$ cat src/rtl/cv32e40x_clmul_unit_if.sv
// Handshake and operand bus between the EX stage and the carry-less multiply unit.
// The unit is the slave. The EX-side driver, or a testbench, is the master.
interface cv32e40x_clmul_unit_if;
    logic        valid_i;
    logic        ready_o;
    logic [1:0]  operator_i;
    logic [31:0] op_a_i;
    logic [31:0] op_b_i;
    logic        kill_i;
    logic        valid_o;
    logic        ready_i;
    logic [31:0] result_o;

    modport slave (
        input  valid_i,
        input  operator_i,
        input  op_a_i,
        input  op_b_i,
        input  kill_i,
        input  ready_i,
        output ready_o,
        output valid_o,
        output result_o
    );

    modport master (
        output valid_i,
        output operator_i,
        output op_a_i,
        output op_b_i,
        output kill_i,
        output ready_i,
        input  ready_o,
        input  valid_o,
        input  result_o
    );
endinterface

$ cat src/rtl/cv32e40x_clmul_unit.sv
// Iterative carry-less multiplier for the Zbc instructions clmul, clmulh and clmulr.
// Each CALC cycle consumes BITS_PER_CYCLE bits of operand B.
// The unit leaves CALC as soon as the remaining B bits are all zero.
module cv32e40x_clmul_unit #(
    parameter int BITS_PER_CYCLE = 4
) (
    input  logic                         clk,
    input  logic                         rst_n,
    cv32e40x_clmul_unit_if.slave         bus
);

    // Only power-of-two group sizes that divide 32 are supported.
    if (!((BITS_PER_CYCLE == 1) || (BITS_PER_CYCLE == 2) || (BITS_PER_CYCLE == 4) ||
          (BITS_PER_CYCLE == 8) || (BITS_PER_CYCLE == 16) || (BITS_PER_CYCLE == 32))) begin : g_bad_bpc
        $error("cv32e40x_clmul_unit: illegal BITS_PER_CYCLE %0d", BITS_PER_CYCLE);
    end

    typedef enum logic [1:0] {
        IDLE = 2'd0,
        CALC = 2'd1,
        DONE = 2'd2
    } state_e;

    // Pick the result window from the 64-bit carry-less product.
    // The reserved encoding executes as clmul.
    function automatic logic [31:0] f_result_sel(input logic [1:0] op, input logic [63:0] p);
        logic [31:0] res;
        case (op)
            2'b00:   res = p[31:0];
            2'b01:   res = p[63:32];
            2'b10:   res = p[62:31];
            2'b11:   res = p[31:0];
            default: res = p[31:0];
        endcase
        return res;
    endfunction

    state_e      r_state;
    state_e      w_state_nxt;
    logic [63:0] r_acc;
    logic [63:0] r_a_sh;
    logic [31:0] r_b_sh;
    logic [1:0]  r_op;
    logic        r_valid;
    logic [31:0] r_result;

    logic [63:0] w_acc_calc;
    logic [63:0] w_a_sh_post;
    logic [31:0] w_b_sh_post;
    logic        w_accept;
    logic        w_calc_en;
    logic        w_finish;
    logic        w_ready;

    // Partial-product step: XOR one shifted copy of A per set bit in the current B group.
    always_comb begin
        w_acc_calc = r_acc;
        for (int i = 0; i < BITS_PER_CYCLE; i++) begin
            if (r_b_sh[i]) begin
                w_acc_calc = w_acc_calc ^ (r_a_sh << i);
            end else begin
                w_acc_calc = w_acc_calc;
            end
        end
        w_a_sh_post = r_a_sh << BITS_PER_CYCLE;
        w_b_sh_post = r_b_sh >> BITS_PER_CYCLE;
    end

    // Qualify the datapath events. kill_i overrides every other input.
    always_comb begin
        w_accept  = (r_state == IDLE) && bus.valid_i && !bus.kill_i;
        w_calc_en = (r_state == CALC) && !bus.kill_i;
        w_finish  = w_calc_en && (w_b_sh_post == 32'd0);
    end

    // Hold the FSM state register.
    always_ff @(posedge clk or negedge rst_n) begin
        if (!rst_n) begin
            r_state <= IDLE;
        end else begin
            r_state <= w_state_nxt;
        end
    end

    // Compute the next state. A kill returns the FSM to IDLE from any state.
    always_comb begin
        w_state_nxt = r_state;
        if (bus.kill_i) begin
            w_state_nxt = IDLE;
        end else begin
            case (r_state)
                IDLE: begin
                    if (bus.valid_i) begin
                        w_state_nxt = CALC;
                    end else begin
                        w_state_nxt = IDLE;
                    end
                end
                CALC: begin
                    if (w_b_sh_post == 32'd0) begin
                        w_state_nxt = DONE;
                    end else begin
                        w_state_nxt = CALC;
                    end
                end
                DONE: begin
                    if (bus.ready_i) begin
                        w_state_nxt = IDLE;
                    end else begin
                        w_state_nxt = DONE;
                    end
                end
                default: w_state_nxt = IDLE;
            endcase
        end
    end

    // Decode the FSM state into outputs. ready_o depends on state alone.
    always_comb begin
        w_ready = (r_state == IDLE);
    end

    // Operand and accumulator registers: load on accept, then advance once per CALC cycle.
    always_ff @(posedge clk or negedge rst_n) begin
        if (!rst_n) begin
            r_acc  <= 64'd0;
            r_a_sh <= 64'd0;
            r_b_sh <= 32'd0;
            r_op   <= 2'd0;
        end else if (w_accept) begin
            r_acc  <= 64'd0;
            r_a_sh <= {32'd0, bus.op_a_i};
            r_b_sh <= bus.op_b_i;
            r_op   <= bus.operator_i;
        end else if (w_calc_en) begin
            r_acc  <= w_acc_calc;
            r_a_sh <= w_a_sh_post;
            r_b_sh <= w_b_sh_post;
            r_op   <= r_op;
        end else begin
            r_acc  <= r_acc;
            r_a_sh <= r_a_sh;
            r_b_sh <= r_b_sh;
            r_op   <= r_op;
        end
    end

    // Registered valid: high for exactly the cycles spent in DONE.
    always_ff @(posedge clk or negedge rst_n) begin
        if (!rst_n) begin
            r_valid <= 1'b0;
        end else begin
            r_valid <= (w_state_nxt == DONE);
        end
    end

    // Registered result: captured on the last CALC cycle, including that cycle's XOR.
    always_ff @(posedge clk or negedge rst_n) begin
        if (!rst_n) begin
            r_result <= 32'd0;
        end else if (w_finish) begin
            r_result <= f_result_sel(r_op, w_acc_calc);
        end else begin
            r_result <= r_result;
        end
    end

    assign bus.ready_o  = w_ready;
    assign bus.valid_o  = r_valid;
    assign bus.result_o = r_result;

endmodule
$ cat src/flat_wrapper.sv
// flat-port wrapper written by rule: the top's interface ports become plain ports
module cv32e40x_clmul_unit_flat 
#(
    parameter int BITS_PER_CYCLE = 4
)
  (clk, rst_n, bus_valid_i, bus_operator_i, bus_op_a_i, bus_op_b_i, bus_kill_i, bus_ready_i, bus_ready_o, bus_valid_o, bus_result_o);
  cv32e40x_clmul_unit_if bus_i ();
  input  logic clk;
  input  logic rst_n;
  input wire logic [$bits(bus_i.valid_i)-1:0] bus_valid_i;
  input wire logic [$bits(bus_i.operator_i)-1:0] bus_operator_i;
  input wire logic [$bits(bus_i.op_a_i)-1:0] bus_op_a_i;
  input wire logic [$bits(bus_i.op_b_i)-1:0] bus_op_b_i;
  input wire logic [$bits(bus_i.kill_i)-1:0] bus_kill_i;
  input wire logic [$bits(bus_i.ready_i)-1:0] bus_ready_i;
  output wire logic [$bits(bus_i.ready_o)-1:0] bus_ready_o;
  output wire logic [$bits(bus_i.valid_o)-1:0] bus_valid_o;
  output wire logic [$bits(bus_i.result_o)-1:0] bus_result_o;
  assign bus_i.valid_i = bus_valid_i;
  assign bus_i.operator_i = bus_operator_i;
  assign bus_i.op_a_i = bus_op_a_i;
  assign bus_i.op_b_i = bus_op_b_i;
  assign bus_i.kill_i = bus_kill_i;
  assign bus_i.ready_i = bus_ready_i;
  assign bus_ready_o = bus_i.ready_o;
  assign bus_valid_o = bus_i.valid_o;
  assign bus_result_o = bus_i.result_o;
  cv32e40x_clmul_unit #(.BITS_PER_CYCLE(BITS_PER_CYCLE)) u_core (.clk(clk), .rst_n(rst_n), .bus(bus_i));
endmodule
$ cat config.mk
export PLATFORM = sky130hd
export DESIGN_NAME = cv32e40x_clmul_unit_flat
export DESIGN_NICKNAME = d
export VERILOG_FILES = /design/src/rtl/cv32e40x_clmul_unit_if.sv /design/src/rtl/cv32e40x_clmul_unit.sv /design/src/flat_wrapper.sv
export SDC_FILE = /design/constraint.sdc
export NUM_CORES = 1
export LEC_CHECK = 0
export ABC_AREA = 1
export CORE_AREA = 4 4 146 148
export CTS_BUF_LIST = sky130_fd_sc_hd__clkbuf_8
export DETAILED_ROUTE_END_ITERATION = 6
export DIE_AREA = 0 0 150 152
export PLACE_DENSITY_LB_ADDON = 0.05
export SYNTH_ARGS = -nofsm -noshare
export SYNTH_HDL_FRONTEND = slang
export SYNTH_SLANG_ARGS = --single-unit
$ cat constraint.sdc
create_clock -name clk -period 4.1 [get_ports clk]
set_input_delay 0.41 -clock clk [delete_from_list [all_inputs] [get_ports clk]]
set_output_delay 0.41 -clock clk [all_outputs]
set_load 0.1 [all_outputs]
* Yosys cells after proc, flatten, opt, wreduce, memory -nomap -nowiden *
Index checks and enable logic that the tools add are counted.

word-level totals
  flip-flop bits (word level) = 197
  input bits = 71

operators by class
  equal/unequal tests = 6
  multiplexer cells = 16
  bitwise logic cells = 4
  reductions and logical operators = 10

operators with widths
  kind                count
  $mux 64             8
  $xor 64x64->64      4
  $pmux 32 s3         1
  $mux 32             2
  $logic_not 32->1    1
  $eq 2x2->1 const B  4
  $mux 2              3
  $pmux 2 s3          1
  $eq 2x1->1 const B  2
  $logic_and 1x1->1   4
  $logic_not 2->1     2
  $reduce_bool 2->1   1
  $reduce_or 2->1     1
  $logic_not 1->1     1
  $mux 1              1

* Logic depth before layout (Yosys ltp) *
  word-level depth = 10
  gate-level depth with buffers = 12
  depth with buffers taken out = 10

* Worst setup path before layout *
OpenSTA, ideal clock, no wires.

  path type = flip-flop to output port
  from = reg u_core.r_state[0]
  to = out bus_ready_o
  data arrival time = 1654 ps
  data required time = 3690 ps
  slack = 2036 ps
  stages on the path, launching flop included = 2
  buffers on the path = 0
  path through = dfrtp_1 -> nor2_1

on the way
  longest elaborated chain between the ends = 1

ends and longest elaborated chain
  what                    RTL line                    source
  from (decl)             cv32e40x_clmul_unit.sv:38   state_e r_state;
  from (signal assigned)  cv32e40x_clmul_unit.sv:81   r_state <= w_state_nxt;
  $logic_not 2->1         cv32e40x_clmul_unit.sv:120  w_ready = (r_state == IDLE);
  to (decl)               flat_wrapper.sv:16          output wire logic [$bits(bus_i.ready_o)-1:0] bus_ready_o;

No other way between the ends.

* Final worst setup path *
  from = in bus_kill_i
  to = reg u_core.r_acc[44]

on the way
  longest elaborated chain between the ends = 3

ends and longest elaborated chain
  what                                          RTL line                                              source
  from (decl)                                   flat_wrapper.sv:14                                    input wire logic [$bits(bus_i.kill_i)-1:0] bus_kill_i;
  $logic_not 1->1 (*)                           cv32e40x_clmul_unit.sv:71, cv32e40x_clmul_unit.sv:72
  $logic_and 1x1->1, on equally long branches   cv32e40x_clmul_unit.sv:71, cv32e40x_clmul_unit.sv:72
  $mux 64 or $reduce_bool 2->1 (tied branches)  --
  to (signal assigned)                          cv32e40x_clmul_unit.sv:136                            r_acc <= w_acc_calc;
  to (signal assigned)                          cv32e40x_clmul_unit.sv:141                            r_acc <= r_acc;
  to (decl)                                     cv32e40x_clmul_unit.sv:40                             logic [63:0] r_acc;

Mark *: on every way between the ends. The rest lies on a longest branch, timed or not.
A chain may end at the register's enable or synchronous reset.

==> results.yml <==
status:
  status: "finished clean"
placement:
  io_buffers: 104
  dpl_cell_area_um2: 14100
  placed_cells: 2274
  place_congestion: 0.846
  dp_hpwl_mm: 24.3
floorplanning:
  start_util_pct: 65.3
  fp.dieH_um: 152
  core_area_um2: 20000
  die_area_um2: 22800
  pin_count: 105
  die_w_um: 150
  rows: 52
global_routing:
  gr-usage-met3_pct: 5.15
  grt_max_degree: 115
  grt_pass1_wl_mm: 60.4
  met2_usage_pct: 52.3
  grt.met1_usage_pct: 44.3
  grtUsageTotal_pct: 32.3
  grt_pass1_vias: 12400
  busiest_layer: "met2"
  antenna_found_initial: 2
  overflow: 0
routing:
  wl_mm: 36.5
  drtAntennaViolNets: 0
  vias_per_cell: 5.79
  wl_per_cell_um: 15.8
  dr.first_iter.drc_count: 1219
  num_vias: 13400
  drtPass1Iterations: 6
  drc: 0
finish:
  fin_util_pct: 72.6
  finalNetCount: 2096
  final_common_cell: "nand2_1"
  finalNonFillerCells: 2306
  mostFrequentLayoutCells: "841 x nand2_1, 332 x nand3_1, 218 x inv_1"
  ff_latch_area_um2: 4940
  multi_input_area_um2: 6850
  final_area_um2: 14600
  n_antenna_cell: 0
  fillerInstances: 1684
  drive_gt1_share_pct: 3.14
  area_delta_synth_final_pct: 11.1
yosys:
  yosysTopAreaCell: "dfrtp_1"
  yosysSeqAreaShare_pct: 37.6
  avgSynthCellArea_um2: 6.61
  netlist_instances: 1980
  syn_nets: 2053
  synth_seq_cells: 197
  synthTopCellsByArea: "dfrtp_1 38%, nand2_1 24%, nand3_1 13%"
  yosysUniqueCellTypes: 26
  synth_warnings: 0
  synth.cell_area_um2: 13100
  synth_top_area_share_pct: 37.6
clock_tree:
  cts_tree: "yes"
  cts.htree.levels: 4
  ctsResizeCount: 0
  clk_pin_slew_ns: 0.11
  clock_latency_ns: 0.48
  hold_buffers: 0
  numClockSinks: 197
  clockBufferDepth: 2
  root_buffer: "clkbuf_8"
  postCtsSetupBuffers: 0
  cts_buffers: 17
job:
  cap_viol_max_count: 0
critical_path:
  crit_path_end_kind: "register"
  reg2reg_slack_ns: 1.09
  rr_worst_depth: 7
  crit_required_ns: 4.48
  critical_path_class: "in2reg"
  crit_arrival_ns: 3.41
  start_kind: "primary input"
  r2r_start: "u_core.r_state[1]"
  timing.rr.end: "u_core.r_acc[44]"
  crit_fanout: 92
sta:
  rsz0062_at_grt: "no"
  skew_ns: 0.0122
  fmax_ghz: 0.330
  slew_violations: 0
  worstMarginPinSlew_ns: 1.13
  finalCritPeriodShare_pct: 73.8
  setup_viol: 0
  timing.hold.ws_ns: 0.0481
  hold_viol: 0
  min_period_ns: 3.03
  relSlewSlack_pct: 24.8
  setup_tns_ns: 0
power:
  power.density_nw_per_um2: 490
  ir_drop_mv: 0.283
  power.leakage_nw: 7.45
min_path:
  holdCritPathClass: "in2async"
-- registers in the layout, summed over array words and instances, names as in the netlist --
signal / cells
u_core.r_b_sh: 32
u_core.r_op: 2
u_core.r_a_sh: 64
u_core.r_state: 2
u_core.bus.result_o: 32
u_core.bus.valid_o: 1
u_core.r_acc: 64
-- Yosys cell counts (all sizes together) --
master	instances
o211ai	8
dfrtp	197
o221ai	20
xor2	30
nand3	338
a21oi	33
nand2	843
nand3b	1
nor2	22
buf	67
o21ai	53
o22ai	56
clkbuf	28
xnor2	62
ha	2
inv	219
nand4	1
-- cells by family after synthesis --
family | count (synthesis) | synth area share [%]
buf+inv | 314 | 10.1
flops | 197 | 37.6
fa+ha+maj | 2 | 0.191
simple gates | 1205 | 38.1
xor+xnor | 92 | 6.15
compound gates | 170 | 7.76
-- per-layer routing --
metal	wire length [um]	part of all wire, %
met5	23	0.063
met1	15200	42
met3	2970	8.1
met2	17200	47
met4	1080	3.0
-- power breakdown --
part	internal [mW]	leakage [nW]	total (mW)	switching (mW)
logic	1.01	4.63	2.87	1.86
clock network	0.611	0.208	1.36	0.747
registers	2.31	2.61	2.90	0.588
-- worst max-delay path, stage by stage --
cell             delay (ns)
clkdlybuf4s50_1        0.49
nor2_1                 0.07
nand2_1                0.09
inv_2                  0.05
nor2_4                 0.78
clkinv_2               0.73
buf_12                 0.46
o22ai_1                0.27
-- metrics by stage --
step	worst slack, ns	total power, mW
6_report	1.07	7.12
2_1_floorplan	2.04	4.87
5_1_grt	0.907	7.62
3_3_place_gp	0.766	5.61
4_1_cts	1.12	7.07
3_5_place_dp	0.667	5.71
-- worst max path at each step --
stage                            end  slack (ns)               from  cells after the start
finish              u_core.r_acc[44]        1.07         bus_kill_i                      8
global route        u_core.r_acc[44]        0.91  u_core.r_state[0]                      7
CTS                 u_core.r_acc[44]        1.12  u_core.r_state[0]                      7
detailed placement  u_core.r_acc[16]        0.67         bus_kill_i                      8
global placement    u_core.r_acc[48]        0.77         bus_kill_i                      8
floorplan                bus_ready_o        2.04  u_core.r_state[0]                      1
-- area by class of cell --
type,instances,share of cell area (%)
clock buffer,17,1.61
clock inverter,15,1.24
inverter,219,5.66
multi-input combinational,1469,47.0
sequential,197,33.9
tap,270,2.32
timing repair buffer,119,8.21
No activity file was read; power rests on OpenSTA's default activity.
